--- src/rtl/uart_tx_fifo.sv ---
// Transmit FIFO feeding the UART transceiver: buffers bus-side bytes and
// issues them one at a time over the tx_data/tx_wr/tx_done handshake.
module uart_tx_fifo #(
    parameter int DEPTH_LOG2 = 4
) (
    input  logic                  sys_clk,
    input  logic                  sys_rst,
    input  logic [7:0]            wr_data,
    input  logic                  wr_en,
    input  logic                  flush,
    input  logic [DEPTH_LOG2:0]   threshold,
    output logic                  full,
    output logic [DEPTH_LOG2:0]   level,
    output logic                  overflow,
    output logic                  thre_irq,
    output logic                  tx_idle,
    output logic [7:0]            tx_data,
    output logic                  tx_wr,
    input  logic                  tx_done
);

    localparam int DEPTH = 1 << DEPTH_LOG2;
    localparam logic [DEPTH_LOG2:0]   LEVEL_MAX = (DEPTH_LOG2+1)'(DEPTH);
    localparam logic [DEPTH_LOG2:0]   LEVEL_ONE = (DEPTH_LOG2+1)'(1);
    localparam logic [DEPTH_LOG2-1:0] PTR_ONE   = DEPTH_LOG2'(1);

    localparam logic [0:0] ST_IDLE = 1'b0;
    localparam logic [0:0] ST_BUSY = 1'b1;

    logic [7:0]            mem [DEPTH];
    logic [DEPTH_LOG2-1:0] wptr;
    logic [DEPTH_LOG2-1:0] rptr;
    logic [0:0]            state;
    logic [0:0]            state_next;
    logic                  do_write;
    logic                  do_pop;
    logic [DEPTH_LOG2:0]   level_next;

    // flush cancels both a same-cycle write and a same-cycle pop, but never
    // aborts the byte already in flight
    always_comb begin
        do_write   = wr_en && !full && !flush;
        do_pop     = 1'b0;
        state_next = state;
        case (state)
            ST_IDLE: begin
                if (level != '0 && !flush) begin
                    do_pop     = 1'b1;
                    state_next = ST_BUSY;
                end
            end
            ST_BUSY: begin
                if (tx_done) begin
                    do_pop     = (level != '0) && !flush;
                    state_next = do_pop ? ST_BUSY : ST_IDLE;
                end
            end
            default: state_next = ST_IDLE;
        endcase

        level_next = level;
        if (flush) begin
            level_next = '0;
        end else if (do_write && !do_pop) begin
            level_next = level + LEVEL_ONE;
        end else if (!do_write && do_pop) begin
            level_next = level - LEVEL_ONE;
        end
    end

    always_ff @(posedge sys_clk) begin
        if (do_write) begin
            mem[wptr] <= wr_data;
        end
    end

    always_ff @(posedge sys_clk or posedge sys_rst) begin
        if (sys_rst) begin
            wptr     <= '0;
            rptr     <= '0;
            level    <= '0;
            full     <= 1'b0;
            overflow <= 1'b0;
            thre_irq <= 1'b0;
            tx_wr    <= 1'b0;
            tx_data  <= 8'h00;
            state    <= ST_IDLE;
            tx_idle  <= 1'b1;
        end else begin
            if (do_write) begin
                wptr <= wptr + PTR_ONE;
            end

            if (flush) begin
                rptr <= wptr;
            end else if (do_pop) begin
                rptr <= rptr + PTR_ONE;
            end

            if (do_pop) begin
                tx_data <= mem[rptr];
            end
            tx_wr <= do_pop;

            if (flush) begin
                overflow <= 1'b0;
            end else if (wr_en && full) begin
                overflow <= 1'b1;
            end

            // only a pop can move level downward across the threshold;
            // a concurrent write keeps level flat, so no crossing occurs
            thre_irq <= do_pop && (level > threshold) && (level_next <= threshold);

            level   <= level_next;
            full    <= (level_next == LEVEL_MAX);
            state   <= state_next;
            tx_idle <= (state_next == ST_IDLE) && (level_next == '0);
        end
    end

endmodule

--- config.mk ---
export PLATFORM = sky130hd
export DESIGN_NAME = uart_tx_fifo
export DESIGN_NICKNAME = d
export VERILOG_FILES = /design/src/rtl/uart_tx_fifo.sv
export SDC_FILE = /design/constraint.sdc
export NUM_CORES = 1
export LEC_CHECK = 0
export BUFFER_PORTS_ARGS = -buffer_cell sky130_fd_sc_hd__buf_2
export CAP_MARGIN = 20
export CORE_MARGIN = 2
export CORE_UTILIZATION = 45
export CTS_CLUSTER_DIAMETER = 80
export DETAILED_ROUTE_END_ITERATION = 8
export GPL_ROUTABILITY_DRIVEN = 0
export GPL_TIMING_DRIVEN = 0
export PLACE_DENSITY_LB_ADDON = 0.1
export SYNTH_ARGS = -nofsm -noshare
export SYNTH_HDL_FRONTEND = slang
export SYNTH_SLANG_ARGS = --single-unit
--- constraint.sdc ---
create_clock -name sys_clk -period 3.2 [get_ports sys_clk]
set_input_delay 0.48 -clock sys_clk [delete_from_list [all_inputs] [get_ports sys_clk]]
set_output_delay 0.48 -clock sys_clk [all_outputs]
set_load 0.02 [all_outputs]
### Word-level counts from Yosys, hierarchy flattened

Memory sizes are Yosys's and may differ from the RTL's. A register that Yosys moved wholly into a read port is not among the register bits.
Cells that the tools add are included.

| operators by class | value |
|---|---|
| add/sub/neg operators | 4 |
| $lt $le $gt $ge | 2 |
| equal/unequal tests | 1 |
| muxes and demuxes | 14 |
| bitwise operators | 2 |
| reduce and logical (&&, ||, !) cells | 17 |

Operators with widths:

| cell | count |
|---|---|
| 5-bit two-way mux | 3 |
| 1-bit logical AND | 9 |
| 4-bit by 1-bit adder with 4-bit output (second input constant) | 2 |
| 4-bit two-way mux | 2 |
| 1-bit two-way mux | 7 |
| 5-bit by 1-bit adder with 5-bit output (second input constant) | 1 |
| 5-bit equality test (second input constant) | 1 |
| 5-bit > comparator | 1 |
| 5-bit <= comparator | 1 |
| 5-bit zero test | 1 |
| 5-bit nonzero test | 1 |
| 5-bit by 1-bit subtractor with 5-bit output (second input constant) | 1 |
| 1-bit zero test | 4 |
| 1-bit one-hot mux with 2 select lines | 2 |
| 2-bit nonzero test | 2 |
| 1-bit inverter | 2 |

| word-level totals | value |
|---|---|
| register bits after elaboration | 19 |
| RAM bits | 128 |
| input port bits | 18 |
| output and inout bits | 18 |
| word-level logic and storage cells | 50 |
| memories kept | 1 |

Memory list:

| memory | depth | width | read ports | clocked after Yosys merged registers in | wr ports | line | source |
|---|---|---|---|---|---|---|---|
| mem | 16 | 8 | 1 | 1 | 1 | 30 | `logic [7:0] mem [DEPTH];` |

### Depth between registers and ports, before layout

Gate-level depths: netlist of run 1.

| logic depth | value |
|---|---|
| depth in word-level cells | 10 |
| depth in mapped cells | 14 |
| gate-level depth less buffers | 13 |

### Worst setup path after synthesis of run 1

OpenSTA, ideal clock, no wires.

| path | value |
|---|---|
| path kind | reg-to-reg |
| start | reg level[0] |
| end | reg thre_irq |
| setup time | 0.104 ns |
| arrival | 2.943 ns |
| data required time | 3.096 ns |
| slack | 0.153 ns |
| stages on the path, launching flop included | 15 |
| buffers on the path | 2 |
| clock period less this slack | 3.047 ns |
| path through | dfrtp_1 inv_1 ha_1 nor4b_2 or3_1 buf_6 inv_4 buf_2 maj3_2 a221oi_2 ha_1 a21o_1 a21oi_1 o21ai_0 a221oi_1 |

| on the way | value |
|---|---|
| longest elaborated chain between the ends | 10 |
| elaborated cells between the ends (all ways) | 17 |
| those cells by class | add/sub: 2; order compare: 2; mux: 6; reduce/logical: 7 |

Ends and longest elaborated chain:

| item | line | source |
|---|---|---|
| start: declaration | 13 | `output logic [DEPTH_LOG2:0] level,` |
| start signal: assignment | 115 | `level <= level_next;` |
| 5-bit nonzero test (*) | 47, 54 |  |
| 1-bit logical AND (*) | 47, 54 |  |
| 1-bit two-way mux, on equally long branches | 53, 47 |  |
| 1-bit one-hot mux with 2 select lines (*) | 45 | `case (state)` |
| net do_pop | 36 | `logic do_pop;` |
| 1-bit logical AND or 1-bit zero test (tied branches) | 66, 64 |  |
| 5-bit two-way mux or 1-bit logical AND (tied branches) | 66, 64 |  |
| 5-bit two-way mux (*) | 64 | `end else if (do_write && !do_pop) begin` |
| 5-bit two-way mux (*) | 62 | `if (flush) begin` |
| net level_next[1] | 37 | `logic [DEPTH_LOG2:0] level_next;` |
| 5-bit <= comparator (*) | 113 | `thre_irq <= do_pop && (level > threshold) && (level_next <= threshold);` |
| 1-bit logical AND (*) | 113 |  |
| end signal: assignment | 113 |  |
| end: declaration | 15 | `output logic thre_irq,` |

Mark *: on every way through the listed nets, which the timed path passes. The rest lies on a longest branch.
A chain may end at the register's enable or synchronous reset.

### Worst setup path in the final report of run 1

| path | value |
|---|---|
| start | reg level[1] |
| end | reg thre_irq |

| on the way | value |
|---|---|
| longest elaborated chain between the ends | 10 |
| elaborated cells between the ends (all ways) | 17 |
| those cells by class | add/sub: 2; order compare: 2; mux: 6; reduce/logical: 7 |

Ends and longest elaborated chain:

| item | line |
|---|---|
| 5-bit nonzero test | 47, 54 |
| 1-bit logical AND | 47, 54 |
| 1-bit two-way mux, on equally long branches | 53, 47 |
| 1-bit one-hot mux with 2 select lines | 45 |
| 1-bit logical AND or 1-bit zero test (tied branches) | 66, 64 |
| 5-bit two-way mux or 1-bit logical AND (tied branches) | 66, 64 |
| 5-bit two-way mux (*) | 64 |
| 5-bit two-way mux (*) | 62 |
| net level_next[1] | 37 |
| 5-bit <= comparator (*) | 113 |
| 1-bit logical AND (*) | 113 |

Marked as above.

==> flow_summary_export.csv, run 1 <==
group,metric,value,unit
synthesis,ys_seq_area_frac,0.699,
floorplan,fp.dieW,124,µm
grt,grt-busiest-layer,"met2",
synthesis,yosys_register_bits,155,
final_layout,final_cell_area,7620,µm²
placement,placed_area,6890,µm²
sta,setup_viol,0,
synthesis,ys.warnings.count,0,
power_and_ir_drop,share_comb_of_total_power,0.306,
final_layout,nets,465,
sta,maxSlewViolCount,0,
sta,relSlewSlack,0.417,
grt,grt_first_pass_wirelength,20.7,mm
worst_hold_path,worstHoldPathType,"primary input to asynchronous set/reset pin",
grt,met1_usage,0.283,
synthesis,yosysTopAreaCellShare,0.595,
final_layout,fin_util,0.547,
detailed_routing,wirelength,13.5,mm
power_and_ir_drop,irDropWorstVdd,0.610,mV
clock_network,clk_pin_slew,60,ps
detailed_routing,drt_iter0_drc,273,
power_and_ir_drop,clockPowerShare,0.318,
power_and_ir_drop,p_int,0.00467,W
synthesis,syn-cell-area,6460,µm²
placement,hpwl,9.03,mm
detailed_routing,drc_errors,0,
clock_network,cts_inserted_buffers,17,
worst_setup_path,required,3510,ps
sta,rsz0062_at_grt,"false",
floorplan,die-area,15300,µm²
placement,port_buffers,35,
synthesis,syn_area_per_cell,17.6,µm²
grt,grt_pass1_vias,3489,
sta,fin_crit_sh,0.936,
job,maxCapViolCount,0,
sta,fin_tns_setup,0,ps
final_layout,area_delta_synth_final,17.8,%
power_and_ir_drop,power.leakage,2.76,nW
worst_setup_path,cp-end-kind,"register",
final_layout,instances_no_fill,623,
power_and_ir_drop,power.switching,0.00204,W
synthesis,synthArstFlopShare,0.174,
final_layout,fillers,1104,
synthesis,synth_area_leaders,"edfxtp_1, mux4_2, dfrtp_1",
detailed_routing,firstDrtPassIters,5,
clock_network,clock_latency,420,ps
synthesis,synth_edf_count,128,
power_and_ir_drop,seqPwrFrac,0.376,
worst_setup_path,path_cells,"inv_1, ha_2, nor4b_4, or3_4, buf_6, inv_4, maj3_2, a221oi_4, ha_1, a21o_1, a21oi_1, o21ai_0, a221oi_1",
final_layout,drive_above_1_share,0.275,
detailed_routing,vias,3415,
worst_setup_path,cp.arrival,3310,ps
synthesis,ys.flop_type,"edfxtp_1",
power_and_ir_drop,p_sw_frac,0.305,
worst_setup_path,critPathSlowestCell,"dfrtp_2",
synthesis,yosysTopAreaCell,"edfxtp_1",
grt,antenna_found_initial,0,
power_and_ir_drop,p_per_area,881,nW/µm²
worst_setup_path,cp_max_fo,12,
detailed_routing,viasPerCell,5.48,
synthesis,synth_cell_types,46,
grt,grt_use_total,0.193,
sta,final_hold_viol_count,0,
final_layout,most-common-layout-cells,"edfxtp_1, buf_2, mux4_2",
detailed_routing,wl_per_cell,21.7,µm
sta,skew,6.84,ps
worst_setup_path,crit_type,"register to register",
floorplan,std_cell_rows,43,
grt,use_met2,0.292,
final_layout,antenna_cells,0,
placement,dp_cells,586,
floorplan,start_util,0.464,
sta,max_clock_freq,0.334,GHz
final_layout,final_common_cell,"edfxtp_1",
clock_network,ctsLongestPathBuffers,2,
worst_setup_path,reg2regPathDepth,13,
synthesis,netlist_instances,367,
floorplan,io-pin-count,36,
synthesis,syn_nets,402,
sta,fin_crit,3000,ps
grt,grt.overflow.total,0,
clock_network,cts-root-buf,"clkbuf_16",
floorplan,coreArea,13900,µm²
detailed_routing,postRouteAntennaNets,0,
worst_setup_path,critPathLaunchType,"register",
sta,tightest_slew,872,ps
grt,grt_use_met3,0.0476,
clock_network,cts_tree,"built",
floorplan,die_h,124,µm
clock_network,htree_levels,4,
clock_network,cts_num_sinks,155,
worst_setup_path,slowest_delay,430,ps
outcome,outcome,"finished, final reports clean",
grt,grt_max_degree,28,
[critical path: cells and delay by family (launching register included)]
family / cells / cell delay [ps]
flip-flops: 1 / 430
AO/OA/AOI/OAI: 5 / 930
buffers and inverters: 3 / 290
adder cells (fa/ha/maj): 3 / 810
AND/OR/NAND/NOR: 2 / 430
[final cells by class]
type	count	area [µm²]	area share
clock buffers	18	429	0.0563
repair buffers	45	268	0.0352
flip-flops and latches	155	4520	0.594
well taps	180	225	0.0296
multi-input cells	180	1840	0.241
plain buffers	18	78.8	0.0103
inverters	13	51.3	0.00674
clock inverters	14	201	0.0264
[cells in the mapped netlist (2+ instances only)]
library cell / n
buf_2: 4
dfrtp_1: 26
nor2_1: 18
clkbuf_1: 10
inv_1: 12
o21ai_1: 3
nor4b_2: 2
mux2i_1: 19
nand4_1: 2
nand2_1: 22
a21oi_1: 5
nand2b_1: 4
and3_1: 3
o311ai_0: 2
nor3_1: 6
nand3_1: 4
edfxtp_1: 128
o21ai_0: 3
mux4_2: 32
ha_1: 17
xnor2_1: 6
nor2b_1: 5
o221ai_1: 8
buf_1: 4
[state kept, by name (all words and copies together), names as in the netlist, 4 cells and up]
register,flops
mem,128
tx_data,8
rptr,4
wptr,4
level,5
[repair_timing]
item / 4_1_cts / 5_1_grt
hold buffers: 0 / 0
pin swaps: 2 / 4
buffers inserted: 1 / 4
gates resized for setup: 3 / 5
endpoints found under the setup margin: 1 / 1
endpoints found under the hold margin: 0 / 0
[logic make-up (layout without fill, tap and decap cells)]
group / Yosys count / in the layout / synth area share
xor+xnor: 7 / 7 / 0.00949
simple gates: 69 / 69 / 0.0521
flops: 155 / 155 / 0.699
fa+ha+maj: 18 / 18 / 0.0346
buf+inv: 32 / 108 / 0.0209
mux: 53 / 53 / 0.145
compound gates: 33 / 33 / 0.0385
[metal layers]
metal  vias up  routed length (µm)
met3         6                 854
met2        98                6270
met4         0                 102
met5         -                   0
li1       1582                   -
met1      1729                6310
[final timing paths]
| check | startpoint | to | slack, ps |
|---|---|---|---|
| setup / recovery | level[1] | thre_irq | 200 |
| hold / removal | sys_rst | state | 80 |
| setup reg to reg | level[1] | thre_irq | 200 |
| hold reg to reg | tx_data[0] | tx_data[0] | 490 |
| max in group asynchronous | sys_rst | level[0] | 2660 |
| min in group sys_clk | wr_en | overflow | 350 |
[power groups by stage]
stage	Sequential [W]	Clock [W]	Combinational, W
after CTS	0.00254	0.00217	0.00199
after global routing	0.00254	0.00225	0.00225
final	0.00252	0.00214	0.00205
after floorplan	0.00264	0	0.00127
after global placement	0.00256	0	0.00193
after detailed placement	0.00257	0	0.00196
[through the flow]
step / hold slack [ps] / total power (W) / worst slack, ps
floorplan: 530 / 0.00391 / 153
global placement: 466 / 0.00450 / -224
detailed placement: 479 / 0.00453 / -168
CTS: 346 / 0.00669 / 108
global route: 117 / 0.00704 / 24.3
finish: 76.4 / 0.00671 / 204
Power figures use the tool's default switching activity.
==> run 2: changes to the inputs <==
Settings changed: CTS_CLUSTER_DIAMETER 80 to default.
Clock period 3.2 ns to 3.7 ns, I/O delays scaled along.
==> run 2 against run 1 <==
Net effect: register-to-register slack better by 130 ps; first-iteration DRC count up 8.8%; cell area shrank 0.87%; clock power decreased by 14%; combinational power down 18%; maximum frequency decreased by 11%; via count fell by 0.15%; final cell count decreased by 0.64%; critical endpoint unchanged.
==> flow_summary_export.csv, run 2 (synthesis gave the netlist of run 1 again) <==
group,metric,value,unit
grt,grt.overflow.total,0,
final_layout,fillers,1108,
grt,grt_use_total,0.193,
final_layout,most-common-layout-cells,"edfxtp_1, buf_2, mux4_2",
floorplan,die_h,124,µm
clock_network,cts_resized,0,
detailed_routing,drt_iter0_drc,297,
power_and_ir_drop,share_comb_of_total_power,0.293,
final_layout,largest_reg_flops,128,
power_and_ir_drop,irDropWorstVdd,0.528,mV
power_and_ir_drop,p_sw_frac,0.304,
clock_network,htree_levels,4,
detailed_routing,viasPerCell,5.51,
detailed_routing,firstDrtPassIters,4,
power_and_ir_drop,total_power,0.00572,W
final_layout,regArea,4520,µm²
outcome,outcome,"finished, final reports clean",
worst_setup_path,cp_common_cell,"ha_1",
final_layout,final_common_cell,"edfxtp_1",
final_layout,antenna_cells,0,
detailed_routing,postRouteAntennaNets,0,
power_and_ir_drop,power.switching,0.00174,W
worst_setup_path,critPathLaunchType,"register",
placement,hpwl,9.03,mm
detailed_routing,wirelength,13.5,mm
sta,final_hold_viol_count,0,
sta,tightest_slew,897,ps
clock_network,ctsLongestPathBuffers,2,
power_and_ir_drop,p_int,0.00398,W
placement,dp_cells,586,
worst_setup_path,slowest_delay,470,ps
floorplan,die-area,15300,µm²
sta,max_clock_freq,0.298,GHz
final_layout,nets,461,
worst_setup_path,r2r_slack,340,ps
final_layout,area_delta_synth_final,16.8,%
clock_network,cts_setup_buffers,0,
sta,fin_tns_setup,0,ps
worst_setup_path,cp-end-kind,"register",
final_layout,final_cell_area,7550,µm²
floorplan,io-pin-count,36,
final_layout,drive_above_1_share,0.255,
job,maxCapViolCount,0,
clock_network,cts_num_sinks,155,
worst_setup_path,reg2reg_from,"level[0]",
clock_network,clock_latency,420,ps
power_and_ir_drop,seqPwrFrac,0.383,
clock_network,clk_pin_slew,60,ps
sta,maxSlewViolCount,0,
worst_setup_path,cp_max_fo,10,
power_and_ir_drop,power.leakage,2.73,nW
worst_hold_path,worstHoldPathType,"primary input to asynchronous set/reset pin",
worst_setup_path,cp.arrival,3670,ps
worst_setup_path,required,4010,ps
worst_setup_path,path_cells,"inv_1, ha_1, nor4b_2, or3_1, buf_6, inv_4, buf_2, maj3_2, a221oi_2, ha_1, a21o_1, a21oi_1, o21ai_0, a221oi_1",
clock_network,cts_tree,"built",
floorplan,start_util,0.464,
grt,grt_first_pass_wirelength,20.6,mm
grt,grt_max_degree,28,
sta,fin_crit,3360,ps
sta,rsz0062_at_grt,"false",
placement,placed_area,6890,µm²
worst_setup_path,crit_type,"register to register",
floorplan,fp.dieW,124,µm
sta,relSlewSlack,0.400,
detailed_routing,drc_errors,0,
power_and_ir_drop,clockPowerShare,0.323,
grt,grt_pass1_vias,3488,
worst_setup_path,crit_path_start,"level[0]",
clock_network,hold_buffers,0,
floorplan,std_cell_rows,43,
sta,fin_crit_sh,0.908,
final_layout,multiInputGateArea,1810,µm²
floorplan,coreArea,13900,µm²
clock_network,cts-root-buf,"clkbuf_16",
placement,port_buffers,35,
worst_setup_path,r2r-end,"thre_irq",
sta,skew,9.29,ps
sta,setup_viol,0,
worst_setup_path,critPathSlowestCell,"dfrtp_1",
detailed_routing,vias,3410,
final_layout,fin_util,0.542,
clock_network,cts_inserted_buffers,17,
final_layout,largest-register,"mem",
final_layout,largest_registers,"mem x128, tx_data x8, level x5",
grt,antenna_found_initial,0,
detailed_routing,wl_per_cell,21.8,µm
worst_setup_path,reg2regPathDepth,14,
power_and_ir_drop,p_per_area,757,nW/µm²
final_layout,instances_no_fill,619,
[run 2: cell types whose count changed in the layout (fill, tap and decap cells not counted), sizes merged]
cell | before | now
buf | 53 | 49
[run 2: final cells by class]
class / count / share of cell area
Tap cell: 180 / 0.0298
Multi-Input combinational cell: 180 / 0.239
Sequential cell: 155 / 0.599
Timing Repair Buffer: 40 / 0.0305
Clock buffer: 18 / 0.0568
Clock inverter: 14 / 0.0267
Inverter: 13 / 0.00679
Buffer: 19 / 0.0111
[run 2: worst max-delay path, delay by kind of cell (launching register included)]
family	cells	cell delay, ps
AO/OA/AOI/OAI	5	960
adder cells (fa/ha/maj)	3	810
AND/OR/NAND/NOR	2	520
buffers and inverters	4	490
flip-flops	1	470
[run 2: power groups by stage]
stage / clock network, W / registers (W) / logic (W)
floorplan: 0 / 0.00228 / 0.00110
global placement: 0 / 0.00222 / 0.00167
detailed placement: 0 / 0.00223 / 0.00169
CTS: 0.00187 / 0.00219 / 0.00170
global route: 0.00194 / 0.00221 / 0.00185
finish: 0.00185 / 0.00219 / 0.00168
[run 2: how the worst max path moves through the flow]
stage | cells past startpoint | slack (ps) | end
global route | 14 | 80 | thre_irq
global placement | 14 | 280 | thre_irq
floorplan | 14 | 650 | thre_irq
CTS | 14 | 310 | thre_irq
finish | 14 | 340 | thre_irq
detailed placement | 14 | 330 | thre_irq
[run 2: metal layers]
layer | part of all wire | track usage | vias to the layer above | routed length [µm]
met3 | 0.056 | 0.0476 | 9 | 755
met1 | 0.47 | 0.283 | 1739 | 6350
met5 | 0 | 0 | - | 0
met2 | 0.46 | 0.290 | 89 | 6230
li1 | - | - | 1573 | -
met4 | 0.010 | 0.0533 | 0 | 139
[run 2: metrics by stage]
stage	hold WS [ps]	worst slack, ps
3_5_place_dp	479	332
2_1_floorplan	530	653
5_1_grt	192	79.6
4_1_cts	421	306
6_report	150	339
3_3_place_gp	466	276
==> run 3: changes to the inputs <==
Settings changed: PLACE_DENSITY_LB_ADDON 0.1 to default.
==> run 3 against run 2 <==
Net effect: routed wire length down 3.7%; clock power down 14%; via count about the same; highest routed layer unchanged.
==> flow_summary_export.csv, run 3 (synthesis gave the netlist of run 1 again) <==
group,metric,value,unit
outcome,outcome,"finished, final reports clean",
floorplan,die_h,124,µm
clock_network,clock_latency,410,ps
clock_network,cts_tree,"built",
clock_network,ctsLongestPathBuffers,2,
detailed_routing,wl_per_cell,21.0,µm
worst_setup_path,slowest_delay,470,ps
final_layout,nets,461,
placement,hpwl,8.83,mm
worst_setup_path,cp.arrival,3690,ps
worst_setup_path,path_cells,"inv_1, ha_1, nor4b_4, or3_1, buf_6, inv_4, buf_2, maj3_2, a221oi_2, ha_1, a21o_1, a21oi_1, o21ai_0, a221oi_1",
power_and_ir_drop,p_int,0.00377,W
floorplan,io-pin-count,36,
sta,setup_viol,0,
placement,port_buffers,35,
floorplan,coreArea,13900,µm²
sta,tightest_slew,850,ps
power_and_ir_drop,share_comb_of_total_power,0.307,
floorplan,fp.dieW,124,µm
final_layout,most-common-layout-cells,"edfxtp_1, buf_2, mux4_2",
detailed_routing,vias,3411,
worst_setup_path,required,4000,ps
placement,placed_area,6890,µm²
final_layout,fillers,1099,
detailed_routing,firstDrtPassIters,5,
worst_hold_path,worstHoldPathType,"primary input to asynchronous set/reset pin",
worst_setup_path,path_buf_inv,4,
grt,grt.overflow.total,0,
grt,grt_first_pass_wirelength,20.1,mm
final_layout,largest_reg_flops,128,
worst_setup_path,cp-end-kind,"register",
clock_network,clk_pin_slew,60,ps
power_and_ir_drop,clockPowerShare,0.293,
final_layout,antenna_cells,0,
grt,grt_use_total,0.188,
grt,antenna_found_initial,0,
floorplan,die-area,15300,µm²
final_layout,final_cell_area,7470,µm²
worst_setup_path,cp_common_cell,"ha_1",
final_layout,drive_above_1_share,0.253,
detailed_routing,drt_iter0_drc,294,
final_layout,final_common_cell,"edfxtp_1",
worst_setup_path,cp_max_fo,10,
sta,relSlewSlack,0.431,
detailed_routing,viasPerCell,5.51,
floorplan,std_cell_rows,43,
final_layout,instances_no_fill,619,
clock_network,cts-root-buf,"clkbuf_16",
power_and_ir_drop,power.leakage,2.70,nW
power_and_ir_drop,p_per_area,733,nW/µm²
clock_network,cts_num_sinks,155,
worst_setup_path,cp_top_family,"compound AO/OA/AOI/OAI gates",
clock_network,cts_inserted_buffers,17,
floorplan,start_util,0.464,
sta,whs,178,ps
sta,skew,6.67,ps
clock_network,htree_levels,4,
power_and_ir_drop,p_sw_frac,0.311,
grt,grt_max_degree,28,
placement,dp_slack,290,ps
detailed_routing,postRouteAntennaNets,0,
sta,fin_crit,3390,ps
worst_setup_path,critPathSlowestCell,"dfrtp_1",
sta,finalWorstSetupSlack,314,ps
job,maxCapViolCount,0,
grt,grt_pass1_vias,3352,
detailed_routing,wirelength,13.0,mm
final_layout,largest_registers,"mem x128, tx_data x8, level x5",
placement,dp_cells,586,
final_layout,largest-register,"mem",
sta,rsz0062_at_grt,"false",
final_layout,area_delta_synth_final,15.6,%
clock_network,hold_buffers,0,
detailed_routing,drc_errors,0,
power_and_ir_drop,irDropWorstVdd,0.358,mV
sta,max_clock_freq,0.295,GHz
power_and_ir_drop,power.switching,0.00170,W
sta,fin_crit_sh,0.915,
sta,fin_tns_setup,0,ps
sta,maxSlewViolCount,0,
worst_setup_path,critPathLaunchType,"register",
worst_setup_path,crit_type,"register to register",
power_and_ir_drop,seqPwrFrac,0.400,
sta,final_hold_viol_count,0,
[run 3: worst reg2reg max path: cells and delay by family, from the launching register on]
family,cells,cell delay (ps)
flops,1,470
compound gates,5,1010
fa+ha+maj,3,830
simple gates,2,470
buf+inv,4,500
[run 3: stage by stage]
stage,power (W),util
2_1_floorplan,0.00338,-
4_1_cts,0.00551,0.534
5_1_grt,0.00575,0.536
6_report,0.00548,0.536
3_3_place_gp,0.00388,0.493
3_5_place_dp,0.00390,0.495
[run 3: per-layer routing]
layer,global-route usage,part of all wire,up-vias
met1,0.280,0.47,1729
met4,0.0575,0.014,0
met2,0.275,0.45,99
met5,0,0,-
met3,0.0458,0.058,17
li1,-,-,1566
[run 3: worst paths after layout]
path	from	to	slack [ps]	cells past startpoint
worst min register to register	tx_data[7]	tx_data[7]	490	2
worst min-delay path	sys_rst	tx_data[4]	180	2
worst max-delay path	level[0]	thre_irq	310	14
min in group sys_clk	wr_en	overflow	430	3
worst max register to register	level[0]	thre_irq	310	14
max in group asynchronous	sys_rst	tx_idle	2970	3
[run 3: layout make-up]
| class | count | area (µm²) | area share |
|---|---|---|---|
| flip-flops and latches | 155 | 4520 | 0.605 |
| multi-input cells | 180 | 1820 | 0.243 |
| clock buffers | 21 | 440 | 0.0589 |
| repair buffers | 40 | 233 | 0.0311 |
| well taps | 180 | 225 | 0.0301 |
| clock inverters | 11 | 103 | 0.0137 |
| plain buffers | 19 | 83.8 | 0.0112 |
| inverters | 13 | 51.3 | 0.00686 |
[run 3: power by group through the flow]
stage / combinational (W) / sequential, W / clock, W
after CTS: 0.00168 / 0.00219 / 0.00163
after global routing: 0.00183 / 0.00221 / 0.00170
after detailed placement: 0.00168 / 0.00222 / 0
after global placement: 0.00166 / 0.00222 / 0
after floorplan: 0.00110 / 0.00228 / 0
final: 0.00168 / 0.00219 / 0.00160
[run 3: what timing repair did]
| item | 4_1_cts | 5_1_grt |
|---|---|---|
| setup endpoints to repair | 0 | 1 |
| gates resized for setup | 0 | 1 |
| buffers inserted | 0 | 0 |
